==> src/rtl/mem_port_arbiter.sv <==
// mem_port_arbiter: round-robin arbiter with bounded burst stickiness in front of a single-port RAM.
// Requests are registered one stage toward memory; read responses return two cycles after accept.
module mem_port_arbiter #(
    parameter int                    NUM_REQ        = 2,
    parameter int                    DATA_WIDTH     = 64,
    parameter int                    ADDR_WIDTH     = 32,
    parameter int                    STRB_WIDTH     = DATA_WIDTH / 8,
    parameter int                    MAX_BURST      = 4,
    parameter logic [ADDR_WIDTH-1:0] MEM_START_ADDR = 32'h0000_0000,
    parameter logic [ADDR_WIDTH-1:0] MEM_END_ADDR   = 32'h0000_FFFF
) (
    input  logic                          clk,
    input  logic                          rst_n,
    input  logic [NUM_REQ-1:0]            req_valid_i,
    output logic [NUM_REQ-1:0]            req_ready_o,
    input  logic [NUM_REQ-1:0]            req_we_i,
    input  logic [NUM_REQ*ADDR_WIDTH-1:0] req_addr_i,
    input  logic [NUM_REQ*DATA_WIDTH-1:0] req_wdata_i,
    input  logic [NUM_REQ*STRB_WIDTH-1:0] req_wstrb_i,
    output logic [NUM_REQ-1:0]            rsp_valid_o,
    output logic                          rsp_err_o,
    output logic [DATA_WIDTH-1:0]         rsp_rdata_o,
    output logic                          mem_wr_en_o,
    output logic [ADDR_WIDTH-1:0]         mem_waddr_o,
    output logic [DATA_WIDTH-1:0]         mem_wdata_o,
    output logic [STRB_WIDTH-1:0]         mem_wstrb_o,
    output logic                          mem_rd_en_o,
    output logic [ADDR_WIDTH-1:0]         mem_raddr_o,
    input  logic [DATA_WIDTH-1:0]         mem_rdata_i
);
    localparam int IW = $clog2(NUM_REQ);
    localparam int BW = $clog2(MAX_BURST + 1);

    logic [IW-1:0]         rr_ptr_q, rr_ptr_d, owner_q, owner_d, win, idx;
    logic                  owner_vld_q, owner_vld_d;
    logic [BW-1:0]         beat_q, beat_d;
    logic                  any_vld, sticky, found, hs_we, hs_legal;
    logic [ADDR_WIDTH-1:0] hs_addr, addr_q;
    logic [DATA_WIDTH-1:0] wdata_q;
    logic [STRB_WIDTH-1:0] wstrb_q;
    logic                  wr_en_q, rd_en_q;
    logic                  s1_rd_q, s1_err_q, s2_rd_q, s2_err_q;
    logic [IW-1:0]         s1_id_q, s2_id_q;

    always_comb begin
        any_vld = |req_valid_i;
        sticky  = owner_vld_q && req_valid_i[owner_q] && (beat_q < BW'(MAX_BURST));
        found   = sticky;
        win     = owner_q;
        idx     = '0;
        for (int i = 0; i < NUM_REQ; i++) begin
            idx = IW'((32'(rr_ptr_q) + i) % NUM_REQ);
            if (!found && req_valid_i[idx]) begin
                found = 1'b1;
                win   = idx;
            end
        end
        owner_vld_d = any_vld;
        owner_d     = any_vld ? win : owner_q;
        // a scan grant (new owner or re-grant after a full burst) always starts a fresh burst
        beat_d      = !any_vld ? '0 : sticky ? beat_q + 1'b1 : BW'(1);
        rr_ptr_d    = !any_vld ? rr_ptr_q : (win == IW'(NUM_REQ - 1)) ? '0 : win + 1'b1;
        hs_we       = req_we_i[win];
        hs_addr     = req_addr_i[win*ADDR_WIDTH +: ADDR_WIDTH];
        // offset compare handles any window, including one starting at address zero
        hs_legal    = (hs_addr - MEM_START_ADDR) <= (MEM_END_ADDR - MEM_START_ADDR);
    end

    assign req_ready_o = (rst_n && any_vld) ? (NUM_REQ'(1) << win) : '0;
    assign mem_wr_en_o = wr_en_q;
    assign mem_rd_en_o = rd_en_q;
    assign mem_waddr_o = addr_q;
    assign mem_raddr_o = addr_q;
    assign mem_wdata_o = wdata_q;
    assign mem_wstrb_o = wstrb_q;
    assign rsp_valid_o = s2_rd_q ? (NUM_REQ'(1) << s2_id_q) : '0;
    assign rsp_err_o   = s2_rd_q && s2_err_q;
    assign rsp_rdata_o = (s2_rd_q && !s2_err_q) ? mem_rdata_i : '0;

    always_ff @(posedge clk or negedge rst_n) begin
        if (!rst_n) begin
            rr_ptr_q    <= '0;
            owner_q     <= '0;
            owner_vld_q <= 1'b0;
            beat_q      <= '0;
            wr_en_q     <= 1'b0;
            rd_en_q     <= 1'b0;
            addr_q      <= '0;
            wdata_q     <= '0;
            wstrb_q     <= '0;
            s1_rd_q     <= 1'b0;
            s1_err_q    <= 1'b0;
            s1_id_q     <= '0;
            s2_rd_q     <= 1'b0;
            s2_err_q    <= 1'b0;
            s2_id_q     <= '0;
        end else begin
            rr_ptr_q    <= rr_ptr_d;
            owner_q     <= owner_d;
            owner_vld_q <= owner_vld_d;
            beat_q      <= beat_d;
            wr_en_q     <= any_vld && hs_we && hs_legal;
            rd_en_q     <= any_vld && !hs_we && hs_legal;
            if (any_vld) begin
                addr_q  <= hs_addr;
                wdata_q <= req_wdata_i[win*DATA_WIDTH +: DATA_WIDTH];
                wstrb_q <= req_wstrb_i[win*STRB_WIDTH +: STRB_WIDTH];
            end
            s1_rd_q     <= any_vld && !hs_we;
            s1_err_q    <= !hs_legal;
            s1_id_q     <= win;
            s2_rd_q     <= s1_rd_q;
            s2_err_q    <= s1_err_q;
            s2_id_q     <= s1_id_q;
        end
    end
endmodule

==> config.mk <==
export PLATFORM = sky130hd
export DESIGN_NAME = mem_port_arbiter
export DESIGN_NICKNAME = d
export VERILOG_FILES = /design/src/rtl/mem_port_arbiter.sv
export SDC_FILE = /design/constraint.sdc
export NUM_CORES = 1
export LEC_CHECK = 0
export BUFFER_PORTS_ARGS = -buffer_cell sky130_fd_sc_hd__buf_4
export CAP_MARGIN = 10
export CORE_AREA = 2 2 190 192
export DETAILED_ROUTE_END_ITERATION = 16
export DIE_AREA = 0 0 192 194
export GPL_TIMING_DRIVEN = 0
export PLACE_DENSITY = 0.39
export SYNTH_ARGS = -nofsm -noshare
export SYNTH_HDL_FRONTEND = slang
export SYNTH_SLANG_ARGS = --single-unit
export TNS_END_PERCENT = 5
==> constraint.sdc <==
create_clock -name clk -period 2.2 [get_ports clk]
set_clock_uncertainty 0.15 [all_clocks]
set_input_delay 0.22 -clock clk [delete_from_list [all_inputs] [get_ports clk]]
set_output_delay 0.22 -clock clk [all_outputs]
set_load 0.02 [all_outputs]
==> flow_summary.ini <==
[floorplan]
rows = 69
initial_core_util = 0.1799
die_area_sq_um = 37250
die_x_microns = 192
io_pins = 485
die_h_microns = 194
core_sq_um = 35220

[setup_path]
cp.arrival_ps = 1750
required_ps = 1830
crit_path_start_kind = register
worstSetupEndpointType = primary output
rr_startpoint = beat_q[2]
crit_fanout = 4
crit_type = reg -> out
reg2reg_to = mem_wdata_o[13]
rrSetupSlack_ps = 130
ff2ff_path_depth = 7
critical_path.startpoint = beat_q[2]
critPathCapture = req_ready_o[1]

[grt]
grt_pass1_wl_microns = 54770
grt_pass1_vias = 8972
grt_usage = 0.1943
overflow = 0
grt_max_degree = 77
antenna_found_initial = 2

[sta]
layout_setup_ws_ps = 80.64
worstMarginPinSlew_ps = 729.2
setup_viol = 0
max_freq_ghz = 0.4718
final_max_slew_viol_count = 0
period_share = 0.9633
slew-limit-headroom = 0.5139
min_period_ps = 2119
hold_viol = 0
rsz0062_at_grt = true

[yosys]
synth.top_cell.area_share = 0.4659
synth_cell_type_count = 29
synth.avg_cell_area_sq_um = 8.361
synth_area_sq_um = 6337
synthesis.nets = 1037
syn_inst = 758
synthFlopType = dfrtp_1
synthArstFlopShare = 1.000
ys_seq_area_frac = 0.4659
synth_area_leaders = dfrtp_1 47%, a31oi_1 10%, nand3_1 8.3%
ys_ff_latch = 118
yosys_warnings = 0
yosysTopAreaCell = dfrtp_1
synth-edff-count = 0

[placed_design]
place.gp.congestion = 0.8139
dp.cells = 1704
port_buffers = 484
hpwl_microns = 27950
place_ws_ps = -354.3
dpl_cell_area_sq_um = 10580

[power]
leakage_nw = 6.306
power_density_nw_per_um2 = 665.9
vdd_ir_drop_max_uv = 484.5
power_w = 0.008935

[cts]
cts_tree = yes
clockBufferDepth = 2
htree_levels = 4
path_clk_slew_ps = 60
worstSkewPairLatency_ps = 420
cts_buffers = 17
cts.sinks = 118
root_buffer = clkbuf_16

[layout]
drive_gt1_frac = 0.3984
fin_area_sq_um = 13420
final_common_cell = buf_4
final_cell_mix = 527 x buf_4, 211 x dlygate4sd3_1, 118 x dfrtp_1, 110 x nor2_1, 105 x nand3_1
nets = 1757
syn_to_final_growth_pct = 111.7
finalNonFillerCells = 1954

[route]
vias = 8619
drt_iter0_drc = 361
first_pass_iters = 5
wl_per_cell_microns = 19.17
routed_wirelength_microns = 37450
post_drt_via_cell_ratio = 4.411
antenna_left = 0
drc_errors = 0

[status]
status = complete, no violations

[job]
cap_violations = 0

[min_path]
hp-class = in -> reg
[worst min path at each step]
stage	cells past startpoint	from	end
after floorplan	0	rst_n	beat_q[0]
after global placement	0	s1_id_q	s2_id_q
after detailed placement	1	rst_n	mem_wdata_o[1]
after CTS	4	req_valid_i[0]	beat_q[0]
after global routing	4	req_valid_i[1]	beat_q[0]
final	4	req_valid_i[1]	beat_q[0]
[per-layer routing]
layer / track usage / up-vias / share of wire
met5: 0 / - / 0
met4: 0.05004 / 0 / 0.013
met3: 0.03873 / 26 / 0.062
met2: 0.3561 / 297 / 0.53
met1: 0.2287 / 4202 / 0.40
li1: - / 4094 / -
[where the power goes]
group	switching [W]	internal (W)
clock	0.00108	0.00190
sequential	0.000245	0.00250
combinational	0.00165	0.00156
total	0.00298	0.00596
[Yosys cell counts (4+ instances only)]
| library cell | instances |
|---|---|
| o21ai_0 | 9 |
| buf_4 | 35 |
| and2_1 | 69 |
| o21ai_1 | 97 |
| nand2_1 | 4 |
| a31oi_1 | 104 |
| nor4_1 | 8 |
| buf_2 | 17 |
| nor2b_1 | 4 |
| dfrtp_1 | 118 |
| nor2_1 | 111 |
| clkbuf_1 | 53 |
| nand3_1 | 105 |
[per-stage QoR]
step           TNS [ps]  utilization  hold slack, ps
2_1_floorplan         0            -          -225.6
4_1_cts               0       0.3805           24.87
3_3_place_gp      -8413       0.2994           186.9
3_5_place_dp     -11300       0.3003           35.30
6_report              0       0.3810           45.57
5_1_grt          -338.2       0.3809           54.42
[kinds of logic (layout without fill, tap and decap cells)]
logic type                 count (synthesis)  in the layout  share of synthesized area
adders and majority gates                  1              1                   0.001974
DFF                                      118            118                     0.4659
other                                      0              2                          0
buffers and inverters                    110            843                    0.09042
and+or+nand+nor                          311            311                     0.2446
muxes                                      2              2                   0.003948
AOI/OAI and AO/OA                        216            216                     0.1931
[worst max-delay path: stages, from the launching register on]
cell	delay (ps)
dfrtp_1	390
nor2b_4	130
mux2_4	340
buf_12	140
nor3_2	150
buf_4	190
[area by class of cell]
class / count / area [sq um]
diodes: 2 / 5.005
plain buffers: 106 / 593.1
clock buffers: 24 / 491.7
clock inverters: 8 / 120.1
fillers: 3658 / 21800
inverters: 1 / 3.754
multi-input cells: 530 / 2839
flip-flops and latches: 118 / 2953
well taps: 461 / 576.8
repair buffers: 704 / 5837
[registers in the layout, summed over array words and instances, names as in the netlist]
signal	flops
beat_q	3
mem_raddr_o	32
mem_rd_en_o	1
mem_wdata_o	64
mem_wr_en_o	1
mem_wstrb_o	8
owner_q	1
owner_vld_q	1
rr_ptr_q	1
s1_err_q	1
s1_id_q	1
s1_rd_q	1
s2_err_q	1
s2_id_q	1
s2_rd_q	1
[timing repair]
item	4_1_cts	5_1_grt
hold endpoints to repair	150	0
hold buffers	211	0
resized for setup	17	13
buffers inserted	8	0
setup endpoints to repair	154	72
No activity file was read; power rests on OpenSTA's default activity.
